## src/rtl/io_periph_pkg.sv

```systemverilog
// io_periph_pkg: shared register map, bit positions and helpers for the io_periph block
package io_periph_pkg;
  localparam logic [9:0] IO_BASE   = 10'h100;
  localparam logic [7:0] IO_BTN    = 8'h00;
  localparam logic [7:0] IO_PRESS  = 8'h02;
  localparam logic [7:0] IO_LED    = 8'h04;
  localparam logic [7:0] IO_TIMER  = 8'h06;
  localparam logic [7:0] IO_FRAMES = 8'h08;
  localparam logic [7:0] IO_STATUS = 8'h0A;
  localparam logic [7:0] IO_IRQEN  = 8'h0C;
  localparam int ST_VSYNC  = 0;
  localparam int ST_PRESS  = 1;
  localparam int IRQ_VSYNC = ST_VSYNC;
  localparam int IRQ_PRESS = ST_PRESS;
  function automatic logic [15:0] merge(input logic [15:0] old, input logic [15:0] nw,
                                        input logic [1:0] be);
    return {be[1] ? nw[15:8] : old[15:8], be[0] ? nw[7:0] : old[7:0]};
  endfunction
endpackage

```

## src/rtl/io_periph_sync2.sv

```systemverilog
// sync2: two-flop synchroniser; d_i asynchronous input, q_o synchronised to clk
module sync2 #(
  parameter int WIDTH = 1
) (
  input  logic             clk,
  input  logic             nreset,
  input  logic [WIDTH-1:0] d_i,
  output logic [WIDTH-1:0] q_o
);
  logic [WIDTH-1:0] meta_q;
  always_ff @(posedge clk or negedge nreset)
    if (!nreset) {q_o, meta_q} <= '0;
    else {q_o, meta_q} <= {meta_q, d_i};
endmodule

```

## src/rtl/io_periph.sv

```systemverilog
// io_periph: CPU-bus I/O responder (buttons, press flags, LEDs, timer, frame counter, irq)
//   clk/nreset: CPU clock, async active-low reset
//   sel/en/wr/wide/addr/din/dout: bus access (registered read data, 1-cycle latency)
//   btn_raw/vsync_raw: asynchronous inputs; led: LED register; irq: registered level irq
module io_periph
  import io_periph_pkg::*;
#(
  parameter int DEBOUNCE_CYCLES = 250000,
  parameter int TIMER_PRESCALE  = 25
) (
  input  logic        clk,
  input  logic        nreset,
  input  logic        sel,
  input  logic        en,
  input  logic        wr,
  input  logic        wide,
  input  logic [7:0]  addr,
  input  logic [15:0] din,
  output logic [15:0] dout,
  input  logic [6:0]  btn_raw,
  input  logic        vsync_raw,
  output logic [7:0]  led,
  output logic        irq
);
  localparam int DW = $clog2(DEBOUNCE_CYCLES + 1);
  localparam int PW = $clog2(TIMER_PRESCALE + 1);
  logic [6:0] btn_s;
  logic vs_s;
  sync2 #(.WIDTH(7)) u_btn_sync (.clk, .nreset, .d_i(btn_raw), .q_o(btn_s));
  sync2 #(.WIDTH(1)) u_vs_sync (.clk, .nreset, .d_i(vsync_raw), .q_o(vs_s));
  logic [DW-1:0] deb_q, deb_d;
  logic [PW-1:0] pre_q, pre_d;
  logic [6:0] btn_q, btn_d, samp_q, samp_d, press_q, press_d;
  logic [7:0] led_q, led_d;
  logic [15:0] timer_q, timer_d, frames_q, frames_d, dout_q, dout_d;
  logic [1:0] irqen_q, irqen_d;
  logic vs_prev_q, vs_seen_q, vs_seen_d, irq_q, irq_d;
  logic acc_wr, tick, pre_wrap, vs_edge;
  logic [7:0] woff;
  logic [1:0] be, status;
  logic [15:0] wdata, rdata;
  logic [6:0] agree, press_clr;
  always_comb begin
    acc_wr = sel & en & wr;
    woff = {addr[7:1], 1'b0};
    // byte data arrives on din[7:0]; replicate so either lane can take it
    be = wide ? 2'b11 : (addr[0] ? 2'b10 : 2'b01);
    wdata = wide ? din : {din[7:0], din[7:0]};
    status = '0;
    status[ST_VSYNC] = vs_seen_q;
    status[ST_PRESS] = |press_q;
    tick = deb_q == DW'(DEBOUNCE_CYCLES - 1);
    deb_d = tick ? '0 : deb_q + DW'(1);
    samp_d = tick ? btn_s : samp_q;
    // a bit moves only when this tick's sample matches the previous tick's
    agree = ~(btn_s ^ samp_q);
    btn_d = tick ? (agree & btn_s) | (~agree & btn_q) : btn_q;
    press_clr = (acc_wr && woff == IO_PRESS && be[0]) ? wdata[6:0] : '0;
    press_d = (press_q & ~press_clr) | (btn_d & ~btn_q);
    led_d = (acc_wr && woff == IO_LED && be[0]) ? wdata[7:0] : led_q;
    pre_wrap = pre_q == PW'(TIMER_PRESCALE - 1);
    timer_d = (acc_wr && woff == IO_TIMER) ? merge(timer_q, wdata, be) : timer_q + 16'(pre_wrap);
    pre_d = ((acc_wr && woff == IO_TIMER) || pre_wrap) ? '0 : pre_q + PW'(1);
    vs_edge = vs_s & ~vs_prev_q;
    frames_d = frames_q + 16'(vs_edge);
    vs_seen_d = (vs_seen_q & ~(acc_wr && woff == IO_STATUS && be[0] && wdata[ST_VSYNC])) | vs_edge;
    irqen_d = (acc_wr && woff == IO_IRQEN && be[0]) ? wdata[1:0] : irqen_q;
    irq_d = |(irqen_q & status);
    rdata = woff == IO_BTN    ? {9'b0, btn_q} :
            woff == IO_PRESS  ? {9'b0, press_q} :
            woff == IO_LED    ? {8'b0, led_q} :
            woff == IO_TIMER  ? timer_q :
            woff == IO_FRAMES ? frames_q :
            woff == IO_STATUS ? {14'b0, status} :
            woff == IO_IRQEN  ? {14'b0, irqen_q} : 16'h0;
    dout_d = (sel & en & ~wr) ? (wide ? rdata : {8'h0, addr[0] ? rdata[15:8] : rdata[7:0]}) : dout_q;
  end
  always_ff @(posedge clk or negedge nreset)
    if (!nreset) begin
      deb_q <= '0;
      pre_q <= '0;
      btn_q <= '0;
      samp_q <= '0;
      press_q <= '0;
      led_q <= '0;
      timer_q <= '0;
      frames_q <= '0;
      dout_q <= '0;
      irqen_q <= '0;
      vs_prev_q <= 1'b0;
      vs_seen_q <= 1'b0;
      irq_q <= 1'b0;
    end else begin
      deb_q <= deb_d;
      pre_q <= pre_d;
      btn_q <= btn_d;
      samp_q <= samp_d;
      press_q <= press_d;
      led_q <= led_d;
      timer_q <= timer_d;
      frames_q <= frames_d;
      dout_q <= dout_d;
      irqen_q <= irqen_d;
      vs_prev_q <= vs_s;
      vs_seen_q <= vs_seen_d;
      irq_q <= irq_d;
    end
  assign dout = dout_q;
  assign led = led_q;
  assign irq = irq_q;
endmodule

```

## config.mk

```make
export PLATFORM = sky130hd
export DESIGN_NAME = io_periph
export DESIGN_NICKNAME = d
export VERILOG_FILES = /design/src/rtl/io_periph_pkg.sv /design/src/rtl/io_periph_sync2.sv /design/src/rtl/io_periph.sv
export SDC_FILE = /design/constraint.sdc
export NUM_CORES = 1
export LEC_CHECK = 0
export ABC_AREA = 0
export CAP_MARGIN = 10
export CORE_UTILIZATION = 47
export DETAILED_ROUTE_END_ITERATION = 7
export PLACE_DENSITY_LB_ADDON = 0.2
export SLEW_MARGIN = 10
export SYNTH_ARGS = -nofsm -noshare
export SYNTH_HDL_FRONTEND = slang
export SYNTH_SLANG_ARGS = --single-unit
```

## constraint.sdc

```tcl
create_clock -name clk -period 2.95 [get_ports clk]
set_clock_uncertainty 0.05 [all_clocks]
set_input_delay 0.4425 -clock clk [delete_from_list [all_inputs] [get_ports clk]]
set_output_delay 0.4425 -clock clk [all_outputs]
set_load 0.01 [all_outputs]
```

== Word level (Yosys, flattened, before mapping) ==
Cells that the tools add are included.

* Input bits: 38
* Register bits: 121
* Word-level logic and storage cells: 86
* Output and inout port bits: 25

* Reductions and logical operators: 14
* Add/sub/neg operators: 4
* Bitwise gates (word level): 21
* Equal/unequal tests: 10
* Muxes and demuxes: 19

{| class="wikitable"
|+ Operators by type and width
! cell !! count
|-
| $mux W16 || 8
|-
| $add A16 B1 Y16 || 2
|-
| $and A7 B7 Y7 || 4
|-
| $not A7 Y7 || 4
|-
| $mux W8 || 3
|-
| $eq A7 B3 Y1 const B || 3
|-
| $add A18 B1 Y18 const B || 1
|-
| $eq A18 B18 Y1 const B || 1
|-
| $mux W18 || 1
|-
| $eq A7 B2 Y1 const B || 2
|-
| $mux W7 || 2
|-
| $or A7 B7 Y7 || 2
|-
| $logic_and A1 B1 Y1 || 10
|-
| $mux W2 || 4
|-
| $eq A7 B1 Y1 const B || 1
|-
| $logic_not A7 Y1 || 1
|-
| $reduce_or A7 Y1 || 1
|-
| $xor A7 B7 Y7 || 1
|-
| $add A5 B1 Y5 const B || 1
|-
| $and A1 B1 Y1 || 5
|-
| $eq A5 B5 Y1 const B || 1
|-
| $mux W5 || 1
|-
| $ne A2 B2 Y1 const B || 2
|-
| $not A1 Y1 || 3
|-
| other kinds (4) || 4
|}

== Longest topological paths before layout ==
Gate-level depths: netlist of run 1.

* Word-level depth: 10
* Mapped depth: 10
* Mapped depth without buffers: 10

== By module ==
Synthesis of run 1 repeated with hierarchy kept, for this count alone.

* Cells, all modules: 574
* Area, all modules: 6049.6 µm²

{| class="wikitable"
|+ Modules (own cells, without submodules)
! module !! cells each !! sequential area each (µm²) !! instances !! area each (µm²)
|-
| io_periph || 558 || 2627.5 || 1 || 5649.2
|-
| sync2 (u_btn_sync) || 14 || 350.3 || 1 || 350.3
|-
| sync2 (u_vs_sync) || 2 || 50.0 || 1 || 50.0
|}

== Worst setup path after synthesis of run 1 ==
No wires, ideal clock.

* Kind: input -> register
* Start: input addr[6]
* End: register irqen_q[0]
* Buffers on the path: 1
* Library setup time: 125 ps
* Stages on the path: 5
* Slack: 500 ps
* Arrival: 2275 ps
* Data required time: 2775 ps
* Cell sequence: or4_4 buf_6 or4b_2 nor2b_1 mux2_2

* Longest elaborated chain between the ends: 3

{| class="wikitable"
|+ RTL lines
! what !! line !! text
|-
| start: declaration || io_periph.sv:17 || <nowiki>input logic [7:0] addr,</nowiki>
|-
| $eq A7 B3 Y1 || io_periph.sv:67 || <nowiki>irqen_d = (acc_wr && woff == IO_IRQEN && be[0]) ? wdata[1:0] : irqen_q;</nowiki>
|-
| $logic_and A1 B1 Y1 (2 in a row) || io_periph.sv:67 ||
|-
| end signal: assignment || io_periph.sv:103 || <nowiki>irqen_q <= irqen_d;</nowiki>
|-
| end: declaration || io_periph.sv:36 || <nowiki>logic [1:0] irqen_q, irqen_d;</nowiki>
|}

Every way passes these cells.
A chain may end at the register's enable or synchronous reset.

== Worst setup path after layout of run 1 ==
* Start: input addr[6]
* End: register irqen_q[1]

The elaborated chain is that of the path after synthesis.

==> results of run 1 <==
## cells by family (layout without fill, tap and decap cells)
kind of cell	count (synthesis)	in the layout
AND/OR/NAND/NOR	217	217
multiplexers	42	42
flip-flops	121	121
AO/OA/AOI/OAI	116	116
XOR/XNOR	30	30
adder cells (fa/ha/maj)	7	7
buffers and inverters	37	125
## area by class of cell
class | count | area, um2 | share of cell area
multi-input combinational | 412 | 2820 | 0.377
tap | 168 | 210 | 0.0281
timing repair buffer | 85 | 816 | 0.109
inverter | 8 | 30.0 | 0.00401
clock inverter | 13 | 123 | 0.0164
clock buffer | 19 | 453 | 0.0605
sequential | 121 | 3030 | 0.405
## where the power goes
group	switching (uW)	leakage, uW	internal, uW
Sequential	169	0.00154	1800
Clock	778	0.000272	1200
Combinational	277	0.00138	270
Total	1220	0.00319	3280
## how the worst min path moves through the flow
stage	endpoint	slack, ns	cells past startpoint	startpoint
after CTS	led[3]	0.07	1	nreset
after detailed placement	u_vs_sync.q_o	0.29	0	u_vs_sync.meta_q
after global routing	pre_q[2]	0.09	1	nreset
after floorplan	btn_q[0]	0.1	0	nreset
after global placement	u_btn_sync.q_o[1]	0.28	0	u_btn_sync.meta_q[1]
final	timer_q[8]	0.05	1	nreset
## stage by stage
stage               instance area [um2]  setup slack (ns)
finish                             7480             0.500
global route                       7480             0.367
CTS                                7480             0.521
detailed placement                 6910            0.0759
global placement                   6910             0.117
floorplan                          6010             0.500
## sequential cells by signal (all words and copies together), names as in the netlist, 7 cells and up
signal and count:
deb_q 18, frames_q 16, btn_q 7, samp_q 7, press_q 7, u_btn_sync.meta_q 7, timer_q 16, u_btn_sync.q_o 7
dout 16, led 8
## layer usage
metal | global-route usage | up-vias | share of wire
met4 | 0.120 | 0 | 0.030
met5 | 0 | - | 0
met2 | 0.399 | 219 | 0.47
met3 | 0.0812 | 39 | 0.070
met1 | 0.325 | 2371 | 0.43
li1 | - | 2267 | -
## cells in the final DEF (no fill, tap or decap), types with 5 or more instances in the layout
cell type        Yosys  layout
nor3_1               8       8
clkinv_4             0       5
a22o_1               7       7
nor4_1               7       7
nand2b_1             8       8
nor2_1              33      33
buf_4                0      22
nand4_1             15      15
clkdlybuf4s50_1      0      61
and2_1               5       5
nand2_1             54      54
o21ai_0             31      31
a211oi_1             9       9
nor2b_1             13      13
mux2i_1             19      19
a22oi_1              8       8
o211ai_1             7       7
a21oi_1             14      14
xor2_1              13      13
and4_1               7       7
nand3_1             29      29
clkbuf_16            0      17
a221oi_1             5       5
nand3b_1            12      12
mux2_2              23      23
ha_1                 7       7
xnor2_1             17      17
a32o_1               7       7
inv_1                8       8
dfrtp_1            121     121
o221a_2              6       6
==> impl_metrics.py, run 1 <==
metrics = {
    "status": {
        "status": "finished clean",
    },
    "clock_tree": {
        "post_cts_buffers": 0,
        "clock_latency_ns": 0.43,
        "cts_tree": "built",
        "cts_made_buffers": 17,
        "htree_levels": 4,
        "cts_max_path_buffers": 2,
        "clk_pin_slew_ns": 0.05,
        "root_buffer": "clkbuf_16",
        "cts_hold_buf": 0,
        "cts_resized": 0,
        "cts_num_sinks": 121,
    },
    "synthesis": {
        "synth_xor_area_frac": 0.0437,
        "ys_async_sr_fraction": 1.00,
        "synth_commonest_cells": "dfrtp_1, nand2_1, nor2_1, o21ai_0, nand3_1",
        "synth_fp_nets": 615,
        "synthAdderAreaFrac": 0.0146,
        "syn_inst": 570,
        "yosys-top-cells-area": "dfrtp_1, mux2_2, nand2_1, mux2i_1, o21ai_0",
        "yosysTopAreaCell": "dfrtp_1",
        "syn_area_per_cell_um2": 10.6,
        "synth_seq_cells": 121,
        "ys_seq_area_frac": 0.503,
        "yosys.area_share.simple": 0.197,
        "synth_flop_cell": "dfrtp_1",
        "synth-compound-area-share": 0.139,
        "synth_edf_count": 0,
        "yosysTopAreaCellShare": 0.503,
        "synth_top_family_by_area": "simple AND/OR/NAND/NOR gates",
        "netlist_area_mm2": 0.00601,
        "yosys_warnings": 0,
        "synth_mux_area_frac": 0.0747,
        "ys_types": 58,
        "synthMostInstantiatedCell": "dfrtp_1",
    },
    "setup_path": {
        "r2r-start": "pre_q[0]",
        "criticalPathCategory": "primary input to flop",
        "cp-end-kind": "flop",
        "cp-start-kind": "primary input",
        "critical_path.endpoint": "irqen_q[1]",
        "reg2reg_slack_ns": 0.53,
        "critPathRequiredTime_ns": 3.21,
        "r2r-end": "timer_q[12]",
        "crit_family": "simple AND/OR/NAND/NOR gates",
        "path_buf_inv": 1,
        "crit_chain": "clkdlybuf4s50_1, or4_4, or4b_2, nor2b_1, mux2_2",
        "cp_slowest_stage_delay_ns": 0.71,
        "cp_num_cells": 5,
        "critPathLaunch": "addr[6]",
        "worstPathMaxFanout": 4,
        "slowest_stage": "or4b_2",
        "r2r_cells": 10,
        "worstPathArrival_ns": 2.71,
    },
    "floorplan": {
        "io_pins": 63,
        "rows": 40,
        "die_y_um": 115,
        "initial_core_util": 0.491,
        "dieArea_mm2": 0.0133,
        "core_mm2": 0.0123,
        "die_x_um": 115,
    },
    "layout": {
        "fill_cells": 1033,
        "drive_above_1_share": 0.144,
        "nNetsFinal": 690,
        "utilization": 0.610,
        "antenna_cells": 0,
        "area_growth_pct": 24.4,
        "stdcell_count": 826,
    },
    "timing": {
        "slew-limit-headroom": 0.491,
        "holdWs_ns": 0.0477,
        "tightest_slew_ns": 0.764,
        "rsz0062_at_grt": "no",
        "hold_viol_final": 0,
        "max_clock_freq_mhz": 408,
        "finalMaxSlewViolations": 0,
        "fin_setup_tns_ns": 0,
        "min_period_ns": 2.45,
        "setup_viol": 0,
        "period_share": 0.830,
    },
    "detailed_routing": {
        "drtIter0Drc": 449,
        "routed_via_density": 5.93,
        "drcViolationCount": 0,
        "wl_per_cell_um": 18.8,
        "detail-route-antenna-nets": 0,
        "dr.pass1.iters": 5,
        "vias": 4896,
        "routed_wirelength_mm": 15.5,
    },
    "grt": {
        "track_usage": 0.256,
        "grt_pass1_vias": 4796,
        "grt_pass1_wl_mm": 25.1,
        "antenna_found_initial": 0,
        "grt_max_degree": 57,
        "grt.overflow.total": 0,
    },
    "placed_design": {
        "gp_congestion": 0.948,
        "portBuffers": 62,
        "dp.final_hpwl_mm": 11.2,
        "dpl.cell_count": 794,
    },
    "min_path": {
        "hold_path.class": "primary input to asynchronous set/reset pin",
    },
    "power_and_ir_drop": {
        "ir_drop_uv": 608,
        "p_total_uw": 4500,
        "total_leakage_power_uw": 0.00319,
        "power_density_mw_per_mm2": 601,
    },
    "run": {
        "drv_cap": 0,
    },
}
Note: power is estimated with default switching activity, not from simulation.
==> inputs of run 2 (changes only) <==
==> constraint.sdc (replaced) <==
create_clock -name clk -period 2.5 [get_ports clk]
set_clock_uncertainty 0.05 [all_clocks]
set_input_delay 0.375 -clock clk [delete_from_list [all_inputs] [get_ports clk]]
set_output_delay 0.375 -clock clk [all_outputs]
set_load 0.01 [all_outputs]
==> run 2 against run 1 <==
Die area stayed put; critical path depth stayed put; wire length grew 0.70%; register-to-register slack got worse by 0.38 ns; cell count rose by 2.7%; critical endpoint unchanged; largest power group unchanged.
==> impl_metrics.py, run 2 (synthesis results as in run 1) <==
metrics = {
    "status": {
        "status": "finished clean",
    },
    "grt": {
        "grt_pass1_wl_mm": 25.5,
        "grt_pass1_vias": 4890,
        "antenna_found_initial": 0,
        "track_usage": 0.259,
        "grt.overflow.total": 0,
        "grt_max_degree": 46,
    },
    "floorplan": {
        "initial_core_util": 0.491,
        "rows": 40,
        "io_pins": 63,
        "die_x_um": 115,
        "die_y_um": 115,
        "core_mm2": 0.0123,
        "dieArea_mm2": 0.0133,
    },
    "run": {
        "drv_cap": 0,
    },
    "clock_tree": {
        "cts_tree": "built",
        "cts_max_path_buffers": 2,
        "cts_made_buffers": 17,
        "clk_pin_slew_ns": 0.06,
        "htree_levels": 4,
        "cts_num_sinks": 121,
        "root_buffer": "clkbuf_16",
        "clock_latency_ns": 0.42,
    },
    "min_path": {
        "hold_path.class": "flop to flop",
    },
    "setup_path": {
        "worstPathMaxFanout": 4,
        "critPathRequiredTime_ns": 2.75,
        "cp-start-kind": "primary input",
        "worstPathArrival_ns": 2.63,
        "cp-end-kind": "flop",
        "criticalPathCategory": "primary input to flop",
    },
    "timing": {
        "hold_viol_final": 0,
        "rsz0062_at_grt": "no",
        "setup_viol": 0,
        "max_clock_freq_mhz": 419,
        "period_share": 0.955,
        "tightest_slew_ns": 0.516,
        "finalMaxSlewViolations": 0,
        "min_period_ns": 2.39,
        "fin_setup_tns_ns": 0,
        "slew-limit-headroom": 0.656,
    },
    "power_and_ir_drop": {
        "ir_drop_uv": 674,
        "p_total_uw": 5600,
        "power_density_mw_per_mm2": 723,
        "total_leakage_power_uw": 0.00332,
    },
    "layout": {
        "final_common_cell": "dfrtp_1",
        "drive_above_1_share": 0.174,
        "antenna_cells": 0,
        "top_register": "deb_q",
        "utilization": 0.631,
        "final_cell_mix": "dfrtp_1, clkdlybuf4s50_1, nand2_1, buf_4, nor2_1",
        "fin_area_mm2": 0.00774,
        "largest_register_ffs": 18,
        "nNetsFinal": 712,
        "area_growth_pct": 28.7,
    },
    "detailed_routing": {
        "detail-route-antenna-nets": 0,
        "routed_via_density": 5.83,
        "vias": 4941,
        "dr.pass1.iters": 5,
        "routed_wirelength_mm": 15.6,
        "drcViolationCount": 0,
        "drtIter0Drc": 441,
        "wl_per_cell_um": 18.4,
    },
    "placed_design": {
        "dp.final_hpwl_mm": 11.4,
        "portBuffers": 62,
        "placed_area_mm2": 0.00707,
        "gp_congestion": 0.928,
    },
}
==> run 2: changes by cell type in the layout (fill, tap and decap cells not counted), moves of 2 or more <==
cell	previous run	this run
ha_1	7	5
clkinv_4	5	3
bufinv_16	1	4
buf_4	22	42
clkinv_2	2	0
==> run 2: repair_timing <==
item	4_1_cts	5_1_grt
resized for setup	1	3
setup endpoints to repair	1	2
hold buffers	1	0
hold endpoints to repair	33	0
pin swaps	0	0
buffers inserted	0	1
==> run 2: critical path: stages <==
cell,delay (ns)
clkdlybuf4s50_1,0.42
or4_4,0.58
or4b_2,0.71
nor2b_1,0.20
mux2_2,0.35
==> run 2: area by class of cell <==
type                    count  area [um2]
repair buffers            107         996
clock buffers              19         443
fillers                  1002        4520
flip-flops and latches    121        3030
clock inverters            13         194
well taps                 168         210
inverters                   8        30.0
multi-input cells         412        2840
==> run 2: per-stage QoR <==
stage | hold WS [ns] | worst slack (ns) | cells
after global placement | 0.282 | -0.278 | 814
after global routing | 0.301 | 0.0459 | 848
after floorplan | 0.0294 | 0.117 | 570
after CTS | 0.298 | 0.0163 | 847
final | 0.298 | 0.112 | 848
after detailed placement | 0.285 | -0.291 | 814
==> run 2: power by group <==
group / total [uW] / switching [uW] / internal, uW
registers: 2320 / 199 / 2130
clock network: 2610 / 908 / 1700
logic: 665 / 328 / 338
==> run 2: worst paths after layout <==
kind,startpoint,end,slack (ns),cells past startpoint
hold reg to reg,u_btn_sync.meta_q[1],u_btn_sync.q_o[1],0.30,0
setup reg to reg,pre_q[0],timer_q[12],0.15,10
hold / removal,u_btn_sync.meta_q[1],u_btn_sync.q_o[1],0.30,0
setup / recovery,addr[6],irqen_q[1],0.11,5
max in group asynchronous,nreset,dout[11],1.36,3
min in group asynchronous,nreset,timer_q[6],0.42,2
==> run 2: layer usage <==
| layer | up-vias | routed length (um) | track usage |
|---|---|---|---|
| met2 | 142 | 7380 | 0.406 |
| li1 | 2320 | - | - |
| met4 | 0 | 429 | 0.118 |
| met5 | - | 0 | 0 |
| met1 | 2445 | 6980 | 0.342 |
| met3 | 34 | 847 | 0.0606 |
